## config.mk

```make
export PLATFORM = sky130hd
export DESIGN_NAME = pipeline_ctrl
export DESIGN_NICKNAME = d
export VERILOG_FILES = /design/src/rtl/pipeline_ctrl.sv
export SDC_FILE = /design/constraint.sdc
export NUM_CORES = 1
export LEC_CHECK = 0
export ABC_AREA = 1
export BUFFER_PORTS_ARGS = -buffer_cell sky130_fd_sc_hd__buf_2
export CORE_ASPECT_RATIO = 1.25
export CORE_MARGIN = 2
export CORE_UTILIZATION = 50
export DETAILED_ROUTE_END_ITERATION = 8
export PLACE_DENSITY_LB_ADDON = 0.08
export SYNTH_ARGS = -nofsm -noshare
export SYNTH_HDL_FRONTEND = slang
export SYNTH_SLANG_ARGS = --single-unit
```

## constraint.sdc

```tcl
create_clock -name clk -period 3.93 [get_ports clk]
set_input_delay 0.1965 -clock clk [delete_from_list [all_inputs] [get_ports clk]]
set_output_delay 0.1965 -clock clk [all_outputs]
set_load 0.01 [all_outputs]
```

## src/rtl/pipeline_ctrl.sv

```systemverilog
// Stall/flush sequencer for the 5-stage pipeline: load-use, taken-branch,
// dmem-wait and halt handling, with saturating perf counters and a dmem watchdog.
//
// state | meaning
// RUN   | normal issue; hazards resolved by stalls/flushes
// HALT  | HALT retired; pipeline frozen until reset
// ERROR | dmem watchdog expired; pipeline frozen until reset
module pipeline_ctrl #(
  parameter int CNT_W    = 16,
  parameter int MAX_WAIT = 8
) (
  input  logic             clk,
  input  logic             reset_n,
  input  logic [4:0]       IFID_rs,
  input  logic [4:0]       IFID_rt,
  input  logic             IFID_uses_rt,
  input  logic [4:0]       IDEX_rt,
  input  logic             IDEX_MemRead,
  input  logic             EX_branch_taken,
  input  logic             EXMEM_MemAccess,
  input  logic             dmem_ready,
  input  logic             halt_req,
  output logic             PC_write,
  output logic             IFID_write,
  output logic             IDEX_write,
  output logic             EXMEM_write,
  output logic             IFID_flush,
  output logic             IDEX_flush,
  output logic             MEMWB_flush,
  output logic             halted,
  output logic             mem_err,
  output logic [CNT_W-1:0] stall_count,
  output logic [CNT_W-1:0] flush_count
);

  typedef enum logic [1:0] {
    RUN   = 2'd0,
    HALT  = 2'd1,
    ERROR = 2'd2
  } state_t;

  localparam logic [7:0]       WAIT_LAST = 8'(MAX_WAIT - 1);
  localparam logic [CNT_W-1:0] CNT_MAX   = '1;

  state_t     state, state_nxt;
  logic [7:0] wait_cnt, wait_cnt_nxt;
  logic       mem_wait, load_use;

  assign mem_wait = EXMEM_MemAccess && !dmem_ready;
  assign load_use = IDEX_MemRead && (IDEX_rt != 5'd0) &&
                    ((IDEX_rt == IFID_rs) || (IFID_uses_rt && (IDEX_rt == IFID_rt)));

  always_comb begin
    state_nxt    = state;
    wait_cnt_nxt = 8'd0;
    PC_write     = 1'b0;
    IFID_write   = 1'b0;
    IDEX_write   = 1'b0;
    EXMEM_write  = 1'b0;
    IFID_flush   = 1'b0;
    IDEX_flush   = 1'b0;
    MEMWB_flush  = 1'b0;
    if (!reset_n) begin
      // bubbles fill the pipe while reset is held
      IFID_flush  = 1'b1;
      IDEX_flush  = 1'b1;
      MEMWB_flush = 1'b1;
    end else begin
      case (state)
        RUN: begin
          if (mem_wait) begin
            MEMWB_flush  = 1'b1;
            wait_cnt_nxt = wait_cnt + 8'd1;
            if (wait_cnt == WAIT_LAST) state_nxt = ERROR;
          end else begin
            if (halt_req) state_nxt = HALT;
            if (EX_branch_taken) begin
              PC_write    = 1'b1;
              IFID_write  = 1'b1;
              IDEX_write  = 1'b1;
              EXMEM_write = 1'b1;
              IFID_flush  = 1'b1;
              IDEX_flush  = 1'b1;
            end else if (load_use) begin
              IDEX_write  = 1'b1;
              EXMEM_write = 1'b1;
              IDEX_flush  = 1'b1;
            end else begin
              PC_write    = 1'b1;
              IFID_write  = 1'b1;
              IDEX_write  = 1'b1;
              EXMEM_write = 1'b1;
            end
          end
        end
        HALT:    ;
        ERROR:   ;
        default: state_nxt = ERROR;
      endcase
    end
  end

  always_ff @(posedge clk) begin
    if (!reset_n) begin
      state       <= RUN;
      wait_cnt    <= 8'd0;
      stall_count <= '0;
      flush_count <= '0;
    end else begin
      state    <= state_nxt;
      wait_cnt <= wait_cnt_nxt;
      if (state == RUN) begin
        if (!PC_write && (stall_count != CNT_MAX))
          stall_count <= stall_count + CNT_W'(1);
        if (IFID_flush && (flush_count != CNT_MAX))
          flush_count <= flush_count + CNT_W'(1);
      end
    end
  end

  assign halted  = (state == HALT);
  assign mem_err = (state == ERROR);

endmodule

```

# Word level (Yosys, flattened, before mapping)
# Cells that the tools add are included.
# totals
inputBits	23
ramBits	0
regBits	42
word_cells	57
out_inout_bits	41
n_memories	0
latch_bits	0
romBits	0
# op_classes
n_mul	0
reduce_logical	16
mux	24
div	0
n_shift	0
add_sub_neg	3
n_eq_ne	9
n_bitwise	1
n_lt_le_gt_ge	0
# ops
cell	n
adder 16 x 1 -> 16 bit, second input constant	2
!= test 16 bit, second input constant	2
two-way mux 1 bit	20
equality test 5 bit	2
adder 8 x 1 -> 8 bit, second input constant	1
equality test 8 x 3 -> 1 bit, second input constant	1
logical AND 1 bit	6
two-way mux 2 bit	3
!= test 3 bit, second input constant	2
AND reduction 3 bit	2
nonzero test 5 bit	1
one-hot mux 2 bit (2 select lines)	1
AND reduction 2 bit	2
equality test 2 x 1 -> 1 bit, second input constant	1
equality test 2 bit, second input constant	1
logical NOT 1 bit	2
logical NOT 2 bit	1
OR reduction 2 bit	1
logical OR 1 bit	1
inverter 1 bit	1

# Depth between registers and ports, before layout
# Gate-level depths: netlist of run 1.
# depth
depth_word	12
ltp_mapped	13
depth_no_buf	13

# Least setup slack after synthesis of run 1
# OpenSTA, ideal clock, no wires.
# synth_timing
path_kind	register -> output
startpoint	reg state[0]
endpoint	out PC_write
required_time_ps	3733
path_buffers	2
stages_incl_launch_ff	11
path_slack_ps	2078
arrival_ps	1656
path_cell_list	dfxtp_1 > inv_1 > ha_1 > inv_2 > nor2_2 > inv_2 > nor2_1 > nand2_2 > buf_4 > inv_1 > buf_4
# synth_via
elab_chain_cells	3
# synth_lines
item	line_no	text
start: declaration	45	state_t state, state_nxt;
start signal: assignment	110	state <= state_nxt;
logical NOT 2 bit	--	
two-way mux 1 bit (2 in series)	--	
end: declaration	23	output logic PC_write,
# No other way between the ends.

# Worst setup path after layout of run 1
# layout_timing
startpoint	reg state[1]
endpoint	out IFID_write
# layout_via
elab_chain_cells	3
# layout_lines
item	line_no	text
logical NOT 2 bit	69	case (state)
two-way mux 1 bit	69	
two-way mux 1 bit	63	if (!reset_n) begin
end: declaration	24	output logic IFID_write,
# No other way between the ends.

==> results of run 1 <==
## per-layer routing
metal  up-vias  global-route usage  share of wire
met5         -                   0              0
met4         0              0.0855          0.024
met3        13              0.0416          0.036
met2        53               0.395           0.50
met1      1193               0.254           0.44
li1       1373                   -              -
## final cells by class
type | count | area share
well taps | 62 | 0.0257
multi-input cells | 289 | 0.492
repair buffers | 63 | 0.105
inverters | 51 | 0.0635
clock inverters | 1 | 0.00995
flip-flops and latches | 42 | 0.279
clock buffers | 7 | 0.0253
## power groups by stage
stage	logic [W]	clock network (W)	registers (W)
after floorplan	0.000313	0	0.000500
after global placement	0.000389	0	0.000494
after detailed placement	0.000394	0	0.000497
after CTS	0.000395	0.000343	0.000487
after global routing	0.000437	0.000363	0.000493
final	0.000393	0.000333	0.000487
## registers in the layout, indices dropped and copies added (netlist names)
register / cells
wait_cnt: 8
stall_count: 16
flush_count: 16
state: 2
## placed cells by master (no fill, tap or decap), types with 2 or more instances in the layout
| cell | count |
|---|---|
| a21oi_1 | 25 |
| a21oi_2 | 10 |
| buf_2 | 63 |
| clkbuf_1 | 2 |
| clkbuf_8 | 5 |
| dfxtp_1 | 42 |
| ha_1 | 6 |
| inv_1 | 42 |
| inv_2 | 9 |
| nand2_1 | 99 |
| nand3_1 | 41 |
| nand4_1 | 5 |
| nor2_1 | 45 |
| nor2_2 | 2 |
| nor3_1 | 12 |
| nor4_1 | 2 |
| o21ai_0 | 10 |
| xnor2_1 | 10 |
| xor2_1 | 14 |
## stage by stage
step / worst slack, ps / instances
global route: 1520 / 515
detailed placement: 1780 / 507
floorplan: 2080 / 393
CTS: 1760 / 515
global placement: 1830 / 507
finish: 1750 / 515
## synthesized netlist by cell type
cell type / n / share of area
xnor2_1: 10 / 0.034
nor3_1: 12 / 0.023
nand2_4: 1 / 0.0043
a21oi_1: 25 / 0.048
nor4_1: 2 / 0.0048
or3_1: 1 / 0.0024
o211ai_1: 1 / 0.0029
inv_1: 42 / 0.061
xor2_1: 14 / 0.047
buf_2: 3 / 0.0058
a31oi_4: 1 / 0.0082
nor2_1: 45 / 0.065
nor2_2: 2 / 0.0048
buf_4: 4 / 0.012
o21ai_1: 1 / 0.0019
dfxtp_1: 42 / 0.32
ha_1: 6 / 0.029
nand4_1: 5 / 0.012
a21oi_2: 10 / 0.034
inv_2: 9 / 0.013
o21ai_0: 10 / 0.019
clkbuf_1: 2 / 0.0029
nand2_1: 99 / 0.14
nand2_2: 1 / 0.0024
and2_4: 1 / 0.0034
buf_6: 2 / 0.0087
nand3_1: 41 / 0.079
o21ai_2: 1 / 0.0034
## logic make-up after synthesis
kind of cell / after synthesis / share of synthesized area
buffers and inverters: 62 / 0.103
flip-flops: 42 / 0.324
XOR/XNOR: 24 / 0.0811
AO/OA/AOI/OAI: 49 / 0.118
AND/OR/NAND/NOR: 210 / 0.345
adder cells (fa/ha/maj): 6 / 0.0290
## path summary, 6_finish.rpt
path / end / slack (ps)
worst min register to register: wait_cnt[0]$_SDFF_PN0_ / 460
worst max register to register: flush_count[12]$_SDFFE_PN0P_ / 1760
worst min-delay path: state[0]$_SDFFE_PN0P_ / 240
worst max-delay path: IFID_write / 1750
## worst register-to-register path, cell delays in order (launching register included)
cell     delay, ps
dfxtp_1        320
inv_1          100
ha_1           170
inv_2           60
nor2_2         170
inv_2           70
o21ai_2        130
inv_2           50
nor2_1          80
nand2_1        370
inv_2          360
nand3_1        110
nand2_1         70
nor2_1          40
==> results.cfg, run 1 <==
[timing]
fmax_mhz = 458
hold_viol_final = 0
drv_slew = 0
finalSetupTns_ps = 0
rsz0062_at_grt = false
finalSetupViolCount = 0
slew-limit-headroom = 0.587
layout_min_cycle_time_ps = 2180
skew_ps = 8.43
worst_pin_slew_ps = 618
timing.final.crit_share = 0.556
hold_slack_ps = 241

[cts]
cts_inserted_buffers = 5
cts_tree = yes
root_buffer = clkbuf_8
cts_hold_buf = 0
post_cts.repair.setup_buffers = 0
clock_sinks = 42
htreeDepth = 2
ctsResizeCount = 0
clk_latency_ps = 290
clkTransAtPathRegs_ps = 70
cts_buffer_depth = 2

[worst_setup_path]
cp.arrival_ps = 1990
worstSetupPathDepth = 9
start_kind = flip-flop
cpMaxStageDelayCell = dfxtp_1
crit_family = simple AND/OR/NAND/NOR gates
slowest_delay_ps = 320
crit_required_ps = 3730
endpoint_kind = output pin
crit_buf_inv = 5
path_class = reg2out
cp_max_fo = 19
reg2reg_depth = 13
crit_chain = inv_1 > ha_1 > inv_2 > nor2_2 > inv_2 > nor2_1 > nand2_2 > inv_1 > buf_2
reg2reg_from = state[1]$_SDFFE_PN0P_
startpoint = state[1]$_SDFFE_PN0P_

[yosys]
synth_warnings = 0
synth_cells = 393
synth_seq_cells = 42
syn_area_per_cell_um2 = 6.60
ys_seq_area_frac = 0.324
synth.net_count = 422
synth_area_um2 = 2590
synth.distinct_cells = 28

[power]
p_seq_frac = 0.401
p_int_w = 0.000762
cellPowerDensity_nw_per_um2 = 402
total_leakage_power_nw = 1.33
peakVddDrop_mv = 0.193
clkPwrFrac = 0.275
power_w = 0.00121
power_frac_comb = 0.324
p_switching_w = 0.000452
sw_frac_of_total = 0.372

[global_routing]
gr-total-overflow = 0
grt_usage = 0.223
grt_first_pass_wirelength_um = 10200
grt_pass1_vias = 2501
grt_max_degree = 29
grt_antenna_before_repair = 0

[floorplanning]
rows = 29
die_area_um2 = 5780
fp.dieW_um = 68.4
die_h_um = 84.5
ios = 64
coreArea_um2 = 5040
start_util = 0.514

[route]
vias = 2632
routed_wl_um = 5920
drt_pass1_iterations = 4
drc = 0
wl_per_cell_um = 11.5
via_per_inst = 5.11
drtIter0Drc = 129
drtAntennaViolNets = 0

[finish]
fill_cells = 509
drive_gt1_frac = 0.210
nets = 481
syn2layout_area_growth_pct = 16.4
multi_input_area_um2 = 1490
postLayoutCoreUtil = 0.598
n_antenna_cell = 0
regArea_um2 = 841
fin_area_um2 = 3020

[placed_design]
dp_hpwl_um = 4380
gp_congestion = 0.864
placed_area_um2 = 2910
port_buffers = 63

[status]
status = finished, final reports clean

[run]
cap_violations = 0

[min_path]
min_path_cells = 3
hold_class = in2reg
min_from = halt_req
Power figures use the tool's default switching activity.
==> inputs of run 2 (changes only) <==
- CORE_UTILIZATION: 50 -> 48
- clock period: 3.93 -> 1.8 ns (I/O delays scaled with it)
==> run 2 against run 1 <==
  * Clock skew rose by 1.8 ps
  * Wire length is 2.6% higher
  * Via count rose by 2.4%
  * Power rose to 2.5 times the previous value
  * Register-to-register slack got worse by 1700 ps
  * Non-clock buffer count up 29
  * Final area increased by 9.2%
  * Hold slack got worse by 120 ps
  * Core utilization rose by 4.1 points
  * Setup slack got worse by 1700 ps
  * Cell count up 5.4%
  * Critical path type is now reg2reg
  * Highest routed layer unchanged
==> results.cfg, run 2 (synthesis gave the netlist of run 1 again) <==
[status]
status = finished, final reports clean

[worst_setup_path]
cp_max_fo = 6
crit_family = buffers and inverters
start_kind = flip-flop
path_class = reg2reg
cp.arrival_ps = 1870
crit_required_ps = 1970
crit_chain = inv_2 > ha_2 > inv_2 > nor2_4 > inv_4 > o21ai_4 > inv_2 > nor2_2 > nand2_2 > buf_6 > buf_4 > nand2_1 > a21oi_1
critPathMostFrequentCell = inv_2
endpoint_kind = flip-flop
crit_buf_inv = 6
cpMaxStageDelayCell = dfxtp_2
reg2reg_to = flush_count[5]$_SDFFE_PN0P_
worstSetupPathDepth = 13
slowest_delay_ps = 340
cp-endpoint = flush_count[5]$_SDFFE_PN0P_
reg2reg_from = state[0]$_SDFFE_PN0P_
startpoint = state[0]$_SDFFE_PN0P_
ff2ff_setup_slack_ps = 100
reg2reg_depth = 13

[route]
vias = 2696
drtIter0Drc = 98
drt_pass1_iterations = 4
drtAntennaViolNets = 0
routed_wl_um = 6070
drc = 0
wl_per_cell_um = 11.2
via_per_inst = 4.97

[finish]
multi_input_area_um2 = 1520
syn2layout_area_growth_pct = 27.1
fin_area_um2 = 3290
postLayoutCoreUtil = 0.639
fill_cells = 517
nets = 510
drive_gt1_frac = 0.277
n_antenna_cell = 0
layout_common_cells = 98 x nand2_1, 63 x buf_2, 43 x nor2_1, 41 x nand3_1, 41 x dfxtp_1
layout_commonest_cell = nand2_1
regArea_um2 = 842
reg.largest.list = flush_count (16), stall_count (16), wait_cnt (8)

[timing]
fmax_mhz = 587
skew_ps = 10.3
finalSetupViolCount = 0
slew-limit-headroom = 0.772
layout_min_cycle_time_ps = 1700
timing.final.crit_share = 0.947
worst_pin_slew_ps = 339
drv_slew = 0
hold_viol_final = 0

[placed_design]
gp_congestion = 0.845
dp_hpwl_um = 4630
port_buffers = 63
placed_area_um2 = 3080

[power]
peakVddDrop_mv = 0.494
cellPowerDensity_nw_per_um2 = 933
total_leakage_power_nw = 1.49

[cts]
cts_tree = yes
clkTransAtPathRegs_ps = 70
clock_sinks = 42
clk_latency_ps = 290
cts_hold_buf = 0
htreeDepth = 2
root_buffer = clkbuf_8
cts_buffer_depth = 2
cts_inserted_buffers = 5

[global_routing]
grtUsageMet3 = 0.0341
grt_antenna_before_repair = 0
top_usage_layer = met2
gr-total-overflow = 0
grt_util_met2 = 0.397
grt_first_pass_wirelength_um = 10600
grt_max_degree = 26
grt_usage = 0.212
grt_pass1_vias = 2498
met1_usage = 0.243

[min_path]
min_from = halt_req
hold_class = in2reg

[floorplanning]
coreArea_um2 = 5150
start_util = 0.503
die_area_um2 = 6010
ios = 64
die_h_um = 86.2
rows = 29
fp.dieW_um = 69.7

[run]
cap_violations = 0
-- run 2: changes by cell type in the layout (fill, tap and decap cells not counted), sizes merged --
cell and change:
clkbuf -1, buf +29
-- run 2: where the power goes --
group,switching (W),internal (W)
sequential,0.0000432,0.000993
clock,0.000323,0.000444
combinational,0.000721,0.000548
-- run 2: worst min path at each step --
| stage | slack, ps | endpoint | cells after the start |
|---|---|---|---|
| 3_5_place_dp | 430 | state[0]$_SDFFE_PN0P_ | 3 |
| 6_report | 130 | state[0]$_SDFFE_PN0P_ | 3 |
| 3_3_place_gp | 420 | state[0]$_SDFFE_PN0P_ | 3 |
| 2_1_floorplan | 260 | stall_count[13]$_SDFFE_PN0P_ | 2 |
| 5_1_grt | 120 | state[0]$_SDFFE_PN0P_ | 3 |
| 4_1_cts | 120 | state[0]$_SDFFE_PN0P_ | 3 |
-- run 2: timing repair --
| action | 4_1_cts | 5_1_grt |
|---|---|---|
| buffers inserted | 1 | 5 |
| gates resized for setup | 1 | 13 |
| pin swaps | 1 | 3 |
| gates cloned | 0 | 0 |
| setup endpoints to repair | 2 | 18 |
-- run 2: metal layers --
layer	up-vias	routed length [µm]
li1	1426	-
met1	1211	2640
met2	50	3150
met3	9	185
met4	0	99
met5	-	0
-- run 2: area by class of cell --
cell class	count	share of cell area
Sequential cell	42	0.256
Inverter	51	0.0596
Clock buffer	6	0.0251
Clock inverter	1	0.00912
Tap cell	62	0.0235
Multi-Input combinational cell	289	0.460
Timing Repair Buffer	92	0.167
-- run 2: worst register-to-register path, stage by stage, from the launching register on --
cell,delay [ps]
dfxtp_2,340
inv_2,60
ha_2,170
inv_2,50
nor2_4,100
inv_4,60
o21ai_4,150
inv_2,50
nor2_2,90
nand2_2,120
buf_6,160
buf_4,130
nand2_1,50
a21oi_1,60
-- run 2: stage by stage --
| stage | hold WS, ps | TNS, ps | power (W) | setup WS (ps) | std cells |
|---|---|---|---|---|---|
| detailed placement | 433 | 0 | 0.00215 | 29.2 | 530 |
| floorplan | 261 | 0 | 0.00178 | 54.3 | 393 |
| finish | 125 | 0 | 0.00307 | 95.4 | 543 |
| global placement | 424 | 0 | 0.00213 | 109 | 530 |
| CTS | 120 | 0 | 0.00294 | 10.0 | 538 |
| global route | 120 | -41.0 | 0.00330 | -11.2 | 543 |
